## src/rtl/renode_apb3_manager.sv

```systemverilog
// APB3 manager: turns valid/ready requests into APB3 SETUP/ACCESS transfers.
// A wait-state timeout keeps a hung completer from stalling the source.
module renode_apb3_manager #(
    parameter int AddressWidth  = 20,
    parameter int DataWidth     = 32,
    parameter int TimeoutCycles = 256
) (
    input  logic                    pclk,
    input  logic                    presetn,
    input  logic                    req_valid,
    output logic                    req_ready,
    input  logic [AddressWidth-1:0] req_addr,
    input  logic                    req_write,
    input  logic [DataWidth-1:0]    req_wdata,
    output logic                    rsp_valid,
    input  logic                    rsp_ready,
    output logic [DataWidth-1:0]    rsp_rdata,
    output logic                    rsp_error,
    output logic                    rsp_timeout,
    output logic [AddressWidth-1:0] paddr,
    output logic                    pselx,
    output logic                    penable,
    output logic                    pwrite,
    output logic [DataWidth-1:0]    pwdata,
    input  logic                    pready,
    input  logic [DataWidth-1:0]    prdata,
    input  logic                    pslverr
);

    localparam bit TmoEn = (TimeoutCycles > 0);
    localparam int CntW  = TmoEn ? $clog2(TimeoutCycles + 1) : 1;
    localparam logic [CntW-1:0] CntLast =
        CntW'(TmoEn ? TimeoutCycles - 1 : 0);
    localparam logic [CntW-1:0] CntMax = '1;

    if (DataWidth != 8 && DataWidth != 16 &&
        DataWidth != 24 && DataWidth != 32) begin : g_bad_width
        $error("renode_apb3_manager: illegal DataWidth %0d", DataWidth);
    end

    typedef enum logic [1:0] {
        IDLE,
        SETUP,
        ACCESS,
        RESP
    } state_t;

    state_t                  state_q, state_d;
    logic [CntW-1:0]         cnt_q, cnt_d;
    logic                    req_ready_d;
    logic                    rsp_valid_d;
    logic [DataWidth-1:0]    rsp_rdata_d;
    logic                    rsp_error_d;
    logic                    rsp_timeout_d;
    logic [AddressWidth-1:0] paddr_d;
    logic                    pselx_d;
    logic                    penable_d;
    logic                    pwrite_d;
    logic [DataWidth-1:0]    pwdata_d;

    always_ff @(posedge pclk or negedge presetn) begin
        if (!presetn) begin
            state_q     <= IDLE;
            cnt_q       <= '0;
            req_ready   <= 1'b0;
            rsp_valid   <= 1'b0;
            rsp_rdata   <= '0;
            rsp_error   <= 1'b0;
            rsp_timeout <= 1'b0;
            paddr       <= '0;
            pselx       <= 1'b0;
            penable     <= 1'b0;
            pwrite      <= 1'b0;
            pwdata      <= '0;
        end else begin
            state_q     <= state_d;
            cnt_q       <= cnt_d;
            req_ready   <= req_ready_d;
            rsp_valid   <= rsp_valid_d;
            rsp_rdata   <= rsp_rdata_d;
            rsp_error   <= rsp_error_d;
            rsp_timeout <= rsp_timeout_d;
            paddr       <= paddr_d;
            pselx       <= pselx_d;
            penable     <= penable_d;
            pwrite      <= pwrite_d;
            pwdata      <= pwdata_d;
        end
    end

    always_comb begin
        state_d       = state_q;
        cnt_d         = cnt_q;
        rsp_valid_d   = rsp_valid;
        rsp_rdata_d   = rsp_rdata;
        rsp_error_d   = rsp_error;
        rsp_timeout_d = rsp_timeout;
        paddr_d       = paddr;
        pselx_d       = pselx;
        penable_d     = penable;
        pwrite_d      = pwrite;
        pwdata_d      = pwdata;
        unique case (state_q)
            IDLE: begin
                if (req_valid && req_ready) begin
                    paddr_d   = req_addr;
                    pwrite_d  = req_write;
                    pwdata_d  = req_wdata;
                    pselx_d   = 1'b1;
                    penable_d = 1'b0;
                    cnt_d     = '0;
                    state_d   = SETUP;
                end
            end
            SETUP: begin
                penable_d = 1'b1;
                state_d   = ACCESS;
            end
            ACCESS: begin
                if (pready) begin
                    rsp_rdata_d   = (!pwrite && !pslverr) ? prdata : '0;
                    rsp_error_d   = pslverr;
                    rsp_timeout_d = 1'b0;
                    rsp_valid_d   = 1'b1;
                    pselx_d       = 1'b0;
                    penable_d     = 1'b0;
                    state_d       = RESP;
                end else begin
                    if (cnt_q != CntMax) begin
                        cnt_d = cnt_q + CntW'(1);
                    end
                    // this cycle is wait number TimeoutCycles: give up
                    if (TmoEn && cnt_q == CntLast) begin
                        rsp_rdata_d   = '0;
                        rsp_error_d   = 1'b1;
                        rsp_timeout_d = 1'b1;
                        rsp_valid_d   = 1'b1;
                        pselx_d       = 1'b0;
                        penable_d     = 1'b0;
                        state_d       = RESP;
                    end
                end
            end
            RESP: begin
                if (rsp_ready) begin
                    rsp_valid_d   = 1'b0;
                    rsp_error_d   = 1'b0;
                    rsp_timeout_d = 1'b0;
                    state_d       = IDLE;
                end
            end
            default: state_d = IDLE;
        endcase
        req_ready_d = (state_d == IDLE);
    end

endmodule

```

## config.mk

```make
export PLATFORM = sky130hd
export DESIGN_NAME = renode_apb3_manager
export DESIGN_NICKNAME = d
export VERILOG_FILES = /design/src/rtl/renode_apb3_manager.sv
export SDC_FILE = /design/constraint.sdc
export NUM_CORES = 1
export LEC_CHECK = 0
export BUFFER_PORTS_ARGS = -buffer_cell sky130_fd_sc_hd__buf_2
export CORE_MARGIN = 4
export CORE_UTILIZATION = 45
export DETAILED_ROUTE_END_ITERATION = 8
export PLACE_DENSITY_LB_ADDON = 0.08
export SLEW_MARGIN = 5
export SYNTH_ARGS = -nofsm -noshare
export SYNTH_HDL_FRONTEND = slang
export SYNTH_SLANG_ARGS = --single-unit
```

## constraint.sdc

```tcl
create_clock -name pclk -period 5.1 [get_ports pclk]
set_clock_uncertainty 0.05 [all_clocks]
set_input_delay 0.51 -clock pclk [delete_from_list [all_inputs] [get_ports pclk]]
set_output_delay 0.51 -clock pclk [all_outputs]
set_load 0.005 [all_outputs]
```

Yosys cells after proc, flatten, opt, wreduce, memory -nomap -nowiden
Index checks and enable logic that the tools add are counted.

storage, ports and cells
  bits in registers = 102
  logic and storage cells = 65

operators by class
  add/sub/neg operators = 1
  equal/unequal tests = 10
  muxes and demuxes = 26
  reductions and logical operators = 16

operator list
  kind                                                              number
  32-bit 2-to-1 mux                                                 3
  9-bit 2-to-1 mux                                                  3
  9-bit case mux with 2 select lines                                1
  9-bit by 1-bit adder with 9-bit output (second input constant)    1
  9-bit by 8-bit == test with 1-bit output (second input constant)  1
  1-bit 2-to-1 mux                                                  9
  9-bit inequality test (second input constant)                     1
  3-bit AND reduction                                               3
  2-bit 2-to-1 mux                                                  4
  2-bit inequality test (second input constant)                     4
  1-bit case mux with 2 select lines                                4
  2-bit case mux with 4 select lines                                1
  2-bit nonzero test                                                3
  2-bit == test (second input constant)                             2
  2-bit zero test                                                   2
  2-bit AND reduction                                               2
  4-bit AND reduction                                               1
  3-bit inequality test (second input constant)                     1
  1-bit case mux with 3 select lines                                1
  3-bit nonzero test                                                1
  2-bit by 1-bit == test with 1-bit output (second input constant)  1
  1-bit logical AND                                                 2
  1-bit zero test                                                   2

Longest topological paths before layout
Gate-level depths: netlist of run 1.

  word-level depth = 5
  mapped depth = 8

Least setup slack after synthesis of run 1
OpenSTA, ideal clock, no wires.

  kind = register to register
  start point = register cnt_q[0]
  end point = register cnt_q[6]
  setup time = 0.140 ns
  data arrival time = 1.933 ns
  setup slack = 2.977 ns
  stages on the path, launching flop included = 9
  clock period less this slack = 2.123 ns
  cells stage by stage = dfrtp_1 -> ha_1 -> nand2_1 -> nor3_1 -> ha_1 -> or4b_4 -> buf_2 -> o311ai_0 -> o41ai_1

between the ends
  word-level cells in the longest chain between the ends = 4

ends and longest elaborated chain
  element                                 RTL line  source
  start, declared                         49        logic [CntW-1:0] cnt_q, cnt_d;
  start signal, assigned                  77        cnt_q <= cnt_d;
  9-bit by 1-bit adder with 9-bit output  130       cnt_d = cnt_q + CntW'(1);
  9-bit 2-to-1 mux                        129       if (cnt_q != CntMax) begin
  9-bit 2-to-1 mux                        120       if (pready) begin
  9-bit case mux with 2 select lines      103       unique case (state_q)

Parallel ways exist; a longest one is shown, timed or not. The select of a mux whose other input is x is not followed.
A chain may end at the register's enable or synchronous reset.

Final worst setup path of run 1
  start point = register cnt_q[0]
  end point = register cnt_q[5]

Same word-level chain as after synthesis.

==> run_summary.xml, run 1 <==
<?xml version="1.0" encoding="UTF-8"?>
<metrics>
  <group name="sta">
    <metric name="final_min_period_over_clock_period" unit="">0.453</metric>
    <metric name="timing_worst_slew_pin_value" unit="ns">1.23</metric>
    <metric name="unrepaired_setup_endpoints_after_global_routing" unit="">false</metric>
    <metric name="final-hold-violation-count" unit="">0</metric>
    <metric name="worst_slew_margin_rel" unit="">0.180</metric>
    <metric name="fin_crit" unit="ns">2.31</metric>
    <metric name="fmax" unit="MHz">433</metric>
    <metric name="finalMaxSlewViolations" unit="">0</metric>
    <metric name="fin_tns_setup" unit="ns">0</metric>
    <metric name="finalSetupViolations" unit="">0</metric>
  </group>
  <group name="worst_setup_path">
    <metric name="endpoint_kind" unit="">register</metric>
    <metric name="timing.rr.start" unit="">cnt_q[0]$_DFFE_PN0P_</metric>
    <metric name="critical_path.endpoint" unit="">cnt_q[5]$_DFFE_PN0P_</metric>
    <metric name="worstPathCellList" unit="">ha_1, nand2_1, nor3_1, ha_1, or4b_4, or4_1, a21oi_1</metric>
    <metric name="slowest_stage" unit="">sky130_fd_sc_hd__or4b_4</metric>
    <metric name="depth_of_the_critical_timing_path_with_buffers_and_inverters_included" unit="">7</metric>
    <metric name="critical_path.max_fanout" unit="">14</metric>
    <metric name="path_common_cell" unit="">sky130_fd_sc_hd__ha_1</metric>
    <metric name="timing.critical_path.from" unit="">cnt_q[0]$_DFFE_PN0P_</metric>
    <metric name="setup.worst_path.start_class" unit="">register</metric>
    <metric name="crit-reg2reg-capture" unit="">cnt_q[5]$_DFFE_PN0P_</metric>
    <metric name="worst-r2r-setup-slack" unit="ns">2.79</metric>
    <metric name="required" unit="ns">5.31</metric>
    <metric name="crit_path_max_incr_delay" unit="ns">0.57</metric>
    <metric name="crit_family" unit="">simple AND/OR/NAND/NOR gates</metric>
    <metric name="reg2reg_depth" unit="">7</metric>
    <metric name="cp_num_buf_inv" unit="">0</metric>
    <metric name="crit_type" unit="">reg2reg</metric>
    <metric name="arrival" unit="ns">2.52</metric>
  </group>
  <group name="global_route">
    <metric name="grt_pass1_vias" unit="">3321</metric>
    <metric name="global_route.usage.total" unit="">0.194</metric>
    <metric name="antenna_found_initial" unit="">0</metric>
    <metric name="grt-ovfl-total" unit="">0</metric>
    <metric name="grt_max_degree" unit="">67</metric>
    <metric name="grt_first_pass_wirelength" unit="mm">15.9</metric>
  </group>
  <group name="clocking">
    <metric name="post_cts_gate_resize_count" unit="">0</metric>
    <metric name="clkLatencyLatePin" unit="ns">0.35</metric>
    <metric name="ctsHtreeMaxLevel" unit="">3</metric>
    <metric name="clkSinkCount" unit="">102</metric>
    <metric name="ctsHoldBuffers" unit="">0</metric>
    <metric name="post_cts.repair.setup_buffers" unit="">0</metric>
    <metric name="ctsRootBufferMaster" unit="">sky130_fd_sc_hd__clkbuf_8</metric>
    <metric name="ctsLongestPathBuffers" unit="">2</metric>
    <metric name="path_clk_slew" unit="ns">0.10</metric>
    <metric name="clock_tree_from_tritoncts" unit="">built</metric>
    <metric name="cts_inserted_buffers" unit="">9</metric>
  </group>
  <group name="pwr">
    <metric name="power.switching" unit="uW">896</metric>
    <metric name="p_int" unit="uW">1850</metric>
    <metric name="power.combinational.fraction" unit="">0.318</metric>
    <metric name="sw_frac_of_total" unit="">0.326</metric>
    <metric name="clkPwrFrac" unit="">0.192</metric>
    <metric name="vdd_ir_drop_max" unit="mV">0.234</metric>
    <metric name="p_leak" unit="uW">0.00295</metric>
    <metric name="cellPowerDensity" unit="nW/um^2">536</metric>
    <metric name="share_of_total_power_in_sequential_cells" unit="">0.490</metric>
  </group>
  <group name="die">
    <metric name="placementRows" unit="">33</metric>
    <metric name="die_w" unit="um">101</metric>
    <metric name="floorplan.initialDensity" unit="">0.469</metric>
    <metric name="chipHeight" unit="um">101</metric>
    <metric name="placeableCoreArea" unit="sq um">8340</metric>
    <metric name="io_pins" unit="">182</metric>
    <metric name="design.die.area" unit="sq um">10300</metric>
  </group>
  <group name="drt">
    <metric name="route.antenna.remaining_nets" unit="">0</metric>
    <metric name="drt_first_pass_iters" unit="">5</metric>
    <metric name="drt_first_iter_violations" unit="">99</metric>
    <metric name="route.detailed.wl_per_inst" unit="um">14.7</metric>
    <metric name="vias" unit="">3238</metric>
    <metric name="wirelength" unit="mm">9.70</metric>
    <metric name="drc_errors" unit="">0</metric>
    <metric name="post_drt_via_cell_ratio" unit="">4.91</metric>
  </group>
  <group name="placement">
    <metric name="placed_area" unit="sq um">4910</metric>
    <metric name="dpl.hpwl" unit="mm">6.76</metric>
    <metric name="place.detailed.instances" unit="">644</metric>
    <metric name="final_replace_weighted_congestion" unit="">0.812</metric>
    <metric name="portBuffers" unit="">181</metric>
  </group>
  <group name="run">
    <metric name="max-cap-violations" unit="">0</metric>
  </group>
  <group name="synth">
    <metric name="ys_seq_area_frac" unit="">0.652</metric>
    <metric name="synth_area_leader_cell" unit="">sky130_fd_sc_hd__dfrtp_1</metric>
    <metric name="synthesis.yosys.warnings" unit="">0</metric>
    <metric name="synth_fp_nets" unit="">470</metric>
    <metric name="synthDominantCellAreaShare" unit="">0.652</metric>
    <metric name="count_of_different_cell_masters_after_synthesis" unit="">32</metric>
    <metric name="post_synth.cell_area_avg" unit="sq um">10.4</metric>
    <metric name="yosys_register_bits" unit="">102</metric>
    <metric name="post_synth_main_area_contributors" unit="">sky130_fd_sc_hd__dfrtp_1, sky130_fd_sc_hd__nand2_1, sky130_fd_sc_hd__a22o_1</metric>
    <metric name="syn_inst" unit="">376</metric>
    <metric name="mappedNetlistArea" unit="sq um">3910</metric>
  </group>
  <group name="finish">
    <metric name="layout.cell_area.non_filler" unit="sq um">5120</metric>
    <metric name="syn_to_final_growth" unit="%">30.8</metric>
    <metric name="most_used_cells_in_the_layout_excluding_fill_and_tap_cells" unit="">sky130_fd_sc_hd__buf_2, sky130_fd_sc_hd__nand2_1, sky130_fd_sc_hd__dfrtp_1, sky130_fd_sc_hd__a22o_1, sky130_fd_sc_hd__clkbuf_8</metric>
    <metric name="layout_commonest_cell" unit="">sky130_fd_sc_hd__buf_2</metric>
    <metric name="final_net_count" unit="">644</metric>
    <metric name="finalCoreUtilization" unit="">0.614</metric>
    <metric name="final-instance-count-excl-fill" unit="">660</metric>
    <metric name="drive_above_1_share" unit="">0.368</metric>
    <metric name="insertedDiodeCount" unit="">0</metric>
  </group>
  <group name="status">
    <metric name="status" unit="">completed</metric>
  </group>
  <group name="min_path">
    <metric name="class_of_the_worst_hold_path" unit="">in2async</metric>
  </group>
</metrics>
==> state kept, by name, indices dropped and copies added (netlist names) <==
signal / count
cnt_q: 9
paddr: 20
penable: 1
pselx: 1
pwdata: 32
pwrite: 1
req_ready: 1
rsp_error: 1
rsp_rdata: 32
rsp_timeout: 1
rsp_valid: 1
state_q: 2
==> cell families after synthesis <==
logic type,after synthesis,share of synthesized area
mux,4,0.0102
compound gates,47,0.0972
flops,102,0.652
fa+ha+maj,3,0.00959
buf+inv,27,0.0265
simple gates,193,0.204
==> worst min-delay path by stage <==
| stage | start | end |
|---|---|---|
| after detailed placement | pwdata[11]$_DFFE_PN0P_ | pwdata[11]$_DFFE_PN0P_ |
| after global placement | paddr[10]$_DFFE_PN0P_ | paddr[10]$_DFFE_PN0P_ |
| after floorplan | presetn | cnt_q[0]$_DFFE_PN0P_ |
| final | presetn | pwdata[23]$_DFFE_PN0P_ |
| after global routing | presetn | pwdata[23]$_DFFE_PN0P_ |
| after CTS | presetn | pwdata[23]$_DFFE_PN0P_ |
==> cell type report <==
class | count | area (sq um)
clock buffers | 12 | 155
well taps | 105 | 131
flip-flops and latches | 102 | 2550
inverters | 6 | 22.5
fillers | 759 | 3220
clock inverters | 4 | 53.8
multi-input cells | 247 | 1270
repair buffers | 184 | 931
==> power by group through the flow <==
stage               logic, uW  registers (uW)  clock network (uW)
floorplan                 393            1370                   0
global placement          875            1350                   0
detailed placement        899            1350                   0
CTS                       897            1350                 542
global route              995            1390                 574
finish                    874            1350                 526
==> per-stage QoR <==
| stage | hold WS [ns] | setup slack (ns) | power [uW] |
|---|---|---|---|
| after floorplan | 0.164 | 2.98 | 1760 |
| after global routing | 0.0656 | 2.63 | 2960 |
| after global placement | 0.403 | 2.86 | 2220 |
| after CTS | 0.0405 | 2.78 | 2790 |
| final | 0.0387 | 2.79 | 2740 |
| after detailed placement | 0.407 | 2.79 | 2250 |
==> Yosys cell counts <==
cell type                   number
sky130_fd_sc_hd__mux2i_1         4
sky130_fd_sc_hd__nand2_1       171
sky130_fd_sc_hd__a21o_1          1
sky130_fd_sc_hd__inv_1           6
sky130_fd_sc_hd__nor2b_1         1
sky130_fd_sc_hd__clkbuf_1       17
sky130_fd_sc_hd__buf_2           2
sky130_fd_sc_hd__or2b_1          1
sky130_fd_sc_hd__nor3b_2         1
sky130_fd_sc_hd__nor4_1          1
sky130_fd_sc_hd__nor3_1          2
sky130_fd_sc_hd__a22o_1         32
sky130_fd_sc_hd__buf_1           2
sky130_fd_sc_hd__o21ai_0         4
sky130_fd_sc_hd__o311ai_0        1
sky130_fd_sc_hd__dfrtp_1       102
sky130_fd_sc_hd__and4bb_2        1
sky130_fd_sc_hd__nand3_1         7
sky130_fd_sc_hd__and3_1          1
sky130_fd_sc_hd__nor4b_1         1
sky130_fd_sc_hd__ha_1            3
sky130_fd_sc_hd__a32o_1          1
sky130_fd_sc_hd__nand4bb_1       1
sky130_fd_sc_hd__or4_1           2
sky130_fd_sc_hd__nand4_1         1
sky130_fd_sc_hd__o41ai_1         1
sky130_fd_sc_hd__a21oi_1         3
sky130_fd_sc_hd__nand2b_1        1
sky130_fd_sc_hd__o211ai_1        1
sky130_fd_sc_hd__o31ai_1         2
sky130_fd_sc_hd__or4b_4          1
sky130_fd_sc_hd__o21bai_1        1
==> routing by layer <==
layer,part of all wire,vias to the layer above,track usage
met2,0.46,129,0.289
met4,0.021,0,0.0798
met3,0.10,18,0.0647
li1,-,1579,-
met1,0.42,1512,0.262
met5,0,-,0
Note: power is estimated with default switching activity, not from simulation.
==> run 2: changes to the inputs <==
Clock period 5.1 ns to 2.15 ns, I/O delays scaled along.
==> run_summary.xml, run 2 (synthesized netlist as in run 1, its figures left out) <==
<?xml version="1.0" encoding="UTF-8"?>
<metrics>
  <group name="status">
    <metric name="status" unit="">finished, violations left</metric>
    <metric name="violations" unit="">setup timing</metric>
  </group>
  <group name="clocking">
    <metric name="ctsHtreeMaxLevel" unit="">3</metric>
    <metric name="path_clk_slew" unit="ns">0.10</metric>
    <metric name="clkLatencyLatePin" unit="ns">0.36</metric>
    <metric name="ctsRootBufferMaster" unit="">sky130_fd_sc_hd__clkbuf_8</metric>
    <metric name="cts_inserted_buffers" unit="">9</metric>
    <metric name="clock_tree_from_tritoncts" unit="">built</metric>
    <metric name="ctsLongestPathBuffers" unit="">2</metric>
    <metric name="clkSinkCount" unit="">102</metric>
  </group>
  <group name="pwr">
    <metric name="p_leak" unit="uW">0.00331</metric>
    <metric name="clkPwrFrac" unit="">0.174</metric>
    <metric name="report.power.total" unit="uW">6770</metric>
    <metric name="power.switching" unit="uW">2320</metric>
    <metric name="p_int" unit="uW">4450</metric>
    <metric name="cellPowerDensity" unit="nW/um^2">1140</metric>
    <metric name="power.combinational.fraction" unit="">0.359</metric>
    <metric name="vdd_ir_drop_max" unit="mV">0.438</metric>
    <metric name="sw_frac_of_total" unit="">0.343</metric>
    <metric name="share_of_total_power_in_sequential_cells" unit="">0.467</metric>
  </group>
  <group name="drt">
    <metric name="route.antenna.remaining_nets" unit="">0</metric>
    <metric name="vias" unit="">3578</metric>
    <metric name="post_drt_via_cell_ratio" unit="">4.85</metric>
    <metric name="drt_first_pass_iters" unit="">4</metric>
    <metric name="drt_first_iter_violations" unit="">104</metric>
    <metric name="route.detailed.wl_per_inst" unit="um">14.6</metric>
    <metric name="wirelength" unit="mm">10.8</metric>
    <metric name="drc_errors" unit="">0</metric>
  </group>
  <group name="global_route">
    <metric name="grt_first_pass_wirelength" unit="mm">17.3</metric>
    <metric name="grt-ovfl-total" unit="">0</metric>
    <metric name="antenna_found_initial" unit="">0</metric>
    <metric name="grt_pass1_vias" unit="">3653</metric>
    <metric name="grt_max_degree" unit="">47</metric>
    <metric name="global_route.usage.total" unit="">0.211</metric>
  </group>
  <group name="sta">
    <metric name="finalSetupViolations" unit="">1</metric>
    <metric name="unrepaired_setup_endpoints_after_global_routing" unit="">true</metric>
    <metric name="timing_worst_slew_pin_value" unit="ns">0.486</metric>
    <metric name="finalMaxSlewViolations" unit="">0</metric>
    <metric name="worst_slew_margin_rel" unit="">0.671</metric>
    <metric name="setup_slack" unit="ns">-0.0119</metric>
    <metric name="fin_crit" unit="ns">2.16</metric>
    <metric name="final-hold-violation-count" unit="">0</metric>
    <metric name="fmax" unit="MHz">463</metric>
    <metric name="final_min_period_over_clock_period" unit="">1.01</metric>
  </group>
  <group name="worst_setup_path">
    <metric name="path_common_cell" unit="">sky130_fd_sc_hd__ha_2</metric>
    <metric name="arrival" unit="ns">2.40</metric>
    <metric name="crit_path_max_incr_delay" unit="ns">0.52</metric>
    <metric name="setup.worst_path.start_class" unit="">register</metric>
    <metric name="slowest_stage" unit="">sky130_fd_sc_hd__or4b_4</metric>
    <metric name="endpoint_kind" unit="">register</metric>
    <metric name="required" unit="ns">2.39</metric>
    <metric name="worstPathCellList" unit="">ha_2, nand2_2, nor3_2, ha_2, or4b_4, or4_4, a21oi_2</metric>
    <metric name="crit_type" unit="">reg2reg</metric>
    <metric name="critical_path.max_fanout" unit="">6</metric>
  </group>
  <group name="finish">
    <metric name="drive_above_1_share" unit="">0.363</metric>
    <metric name="largestRegisters" unit="">pwdata x32, rsp_rdata x32, paddr x20</metric>
    <metric name="insertedDiodeCount" unit="">0</metric>
    <metric name="layout_commonest_cell" unit="">sky130_fd_sc_hd__buf_2</metric>
    <metric name="final_net_count" unit="">722</metric>
    <metric name="layout.cell_area.non_filler" unit="sq um">5930</metric>
    <metric name="syn_to_final_growth" unit="%">51.6</metric>
    <metric name="most_used_cells_in_the_layout_excluding_fill_and_tap_cells" unit="">sky130_fd_sc_hd__buf_2, sky130_fd_sc_hd__nand2_1, sky130_fd_sc_hd__dfrtp_1, sky130_fd_sc_hd__dlygate4sd3_1, sky130_fd_sc_hd__a22o_1</metric>
  </group>
  <group name="placement">
    <metric name="final_replace_weighted_congestion" unit="">0.780</metric>
    <metric name="portBuffers" unit="">181</metric>
    <metric name="placed_area" unit="sq um">5030</metric>
    <metric name="dpl.hpwl" unit="mm">6.99</metric>
  </group>
  <group name="die">
    <metric name="floorplan.initialDensity" unit="">0.469</metric>
    <metric name="die_w" unit="um">101</metric>
    <metric name="design.die.area" unit="sq um">10300</metric>
    <metric name="io_pins" unit="">182</metric>
    <metric name="chipHeight" unit="um">101</metric>
    <metric name="placementRows" unit="">33</metric>
    <metric name="placeableCoreArea" unit="sq um">8340</metric>
  </group>
  <group name="min_path">
    <metric name="class_of_the_worst_hold_path" unit="">in2reg</metric>
  </group>
  <group name="run">
    <metric name="max-cap-violations" unit="">0</metric>
  </group>
</metrics>
run 2: cell count changes in the layout (fill, tap and decap cells not counted), moves of 2 or more:
cell,delta
sky130_fd_sc_hd__clkinv_4,+2
sky130_fd_sc_hd__ha_1,-2
sky130_fd_sc_hd__buf_12,+3
sky130_fd_sc_hd__buf_4,+13
sky130_fd_sc_hd__nor3_1,-2
sky130_fd_sc_hd__clkinv_8,+2
sky130_fd_sc_hd__clkbuf_8,-2
sky130_fd_sc_hd__clkinvlp_4,-2
sky130_fd_sc_hd__dlygate4sd3_1,+62
sky130_fd_sc_hd__ha_2,+2
run 2: path summary, 6_finish.rpt:
| path | start | cells past startpoint | slack, ns | to |
|---|---|---|---|---|
| worst max-delay path | cnt_q[0]$_DFFE_PN0P_ | 7 | -0.01 | cnt_q[5]$_DFFE_PN0P_ |
| worst min-delay path | prdata[13] | 2 | 0.03 | rsp_rdata[13]$_DFFE_PN0P_ |
| worst max register to register | cnt_q[0]$_DFFE_PN0P_ | 7 | -0.01 | cnt_q[5]$_DFFE_PN0P_ |
| worst min register to register | pwdata[13]$_DFFE_PN0P_ | 2 | 0.43 | pwdata[13]$_DFFE_PN0P_ |
| max in group asynchronous | presetn | 3 | 1.01 | rsp_rdata[14]$_DFFE_PN0P_ |
| min in group asynchronous | presetn | 2 | 0.27 | req_ready$_DFF_PN0_ |
run 2: repair_timing:
action / in CTS / in global routing
gates resized for setup: 6 / 6
buffers inserted: 3 / 2
hold buffers: 62 / 0
cloned: 0 / 0
pin swaps: 2 / 1
endpoints found under the hold margin: 89 / 0
setup endpoints to repair: 3 / 7
run 2: metrics by stage:
stage / setup slack, ns / util / hold WS, ns / instances / setup TNS (ns)
finish: -0.0119 / 0.712 / 0.0258 / 738 / -0.0119
global placement: -0.00714 / 0.603 / 0.120 / 655 / -0.00714
global route: -0.0555 / 0.712 / 0.00743 / 738 / -0.124
CTS: -0.0388 / 0.707 / 0.00149 / 736 / -0.0388
detailed placement: -0.0875 / 0.603 / 0.125 / 655 / -0.0880
floorplan: 0.0275 / - / -0.131 / 376 / 0
run 2: metal layers:
layer | track usage | wire length, um
met1 | 0.266 | 4360
met2 | 0.351 | 5350
met3 | 0.0585 | 862
met4 | 0.0726 | 238
met5 | 0 | 0
run 2: final cells by class:
| cell class | instances | area [sq um] |
|---|---|---|
| Clock buffer | 9 | 124 |
| Clock inverter | 7 | 78.8 |
| Fill cell | 639 | 2410 |
| Inverter | 6 | 22.5 |
| Multi-Input combinational cell | 247 | 1320 |
| Sequential cell | 102 | 2550 |
| Tap cell | 105 | 131 |
| Timing Repair Buffer | 262 | 1710 |
run 2: critical path: cells and delay by family (launching register included):
kind,cells,cell delay [ns]
simple gates,4,1.12
compound gates,1,0.13
fa+ha+maj,2,0.38
flops,1,0.41
run 2: power groups by stage:
stage	sequential (uW)	combinational, uW	clock [uW]
2_1_floorplan	3250	933	0
3_3_place_gp	3150	2240	0
3_5_place_dp	3170	2280	0
4_1_cts	3150	2410	1240
5_1_grt	3270	2720	1300
6_report	3160	2430	1180
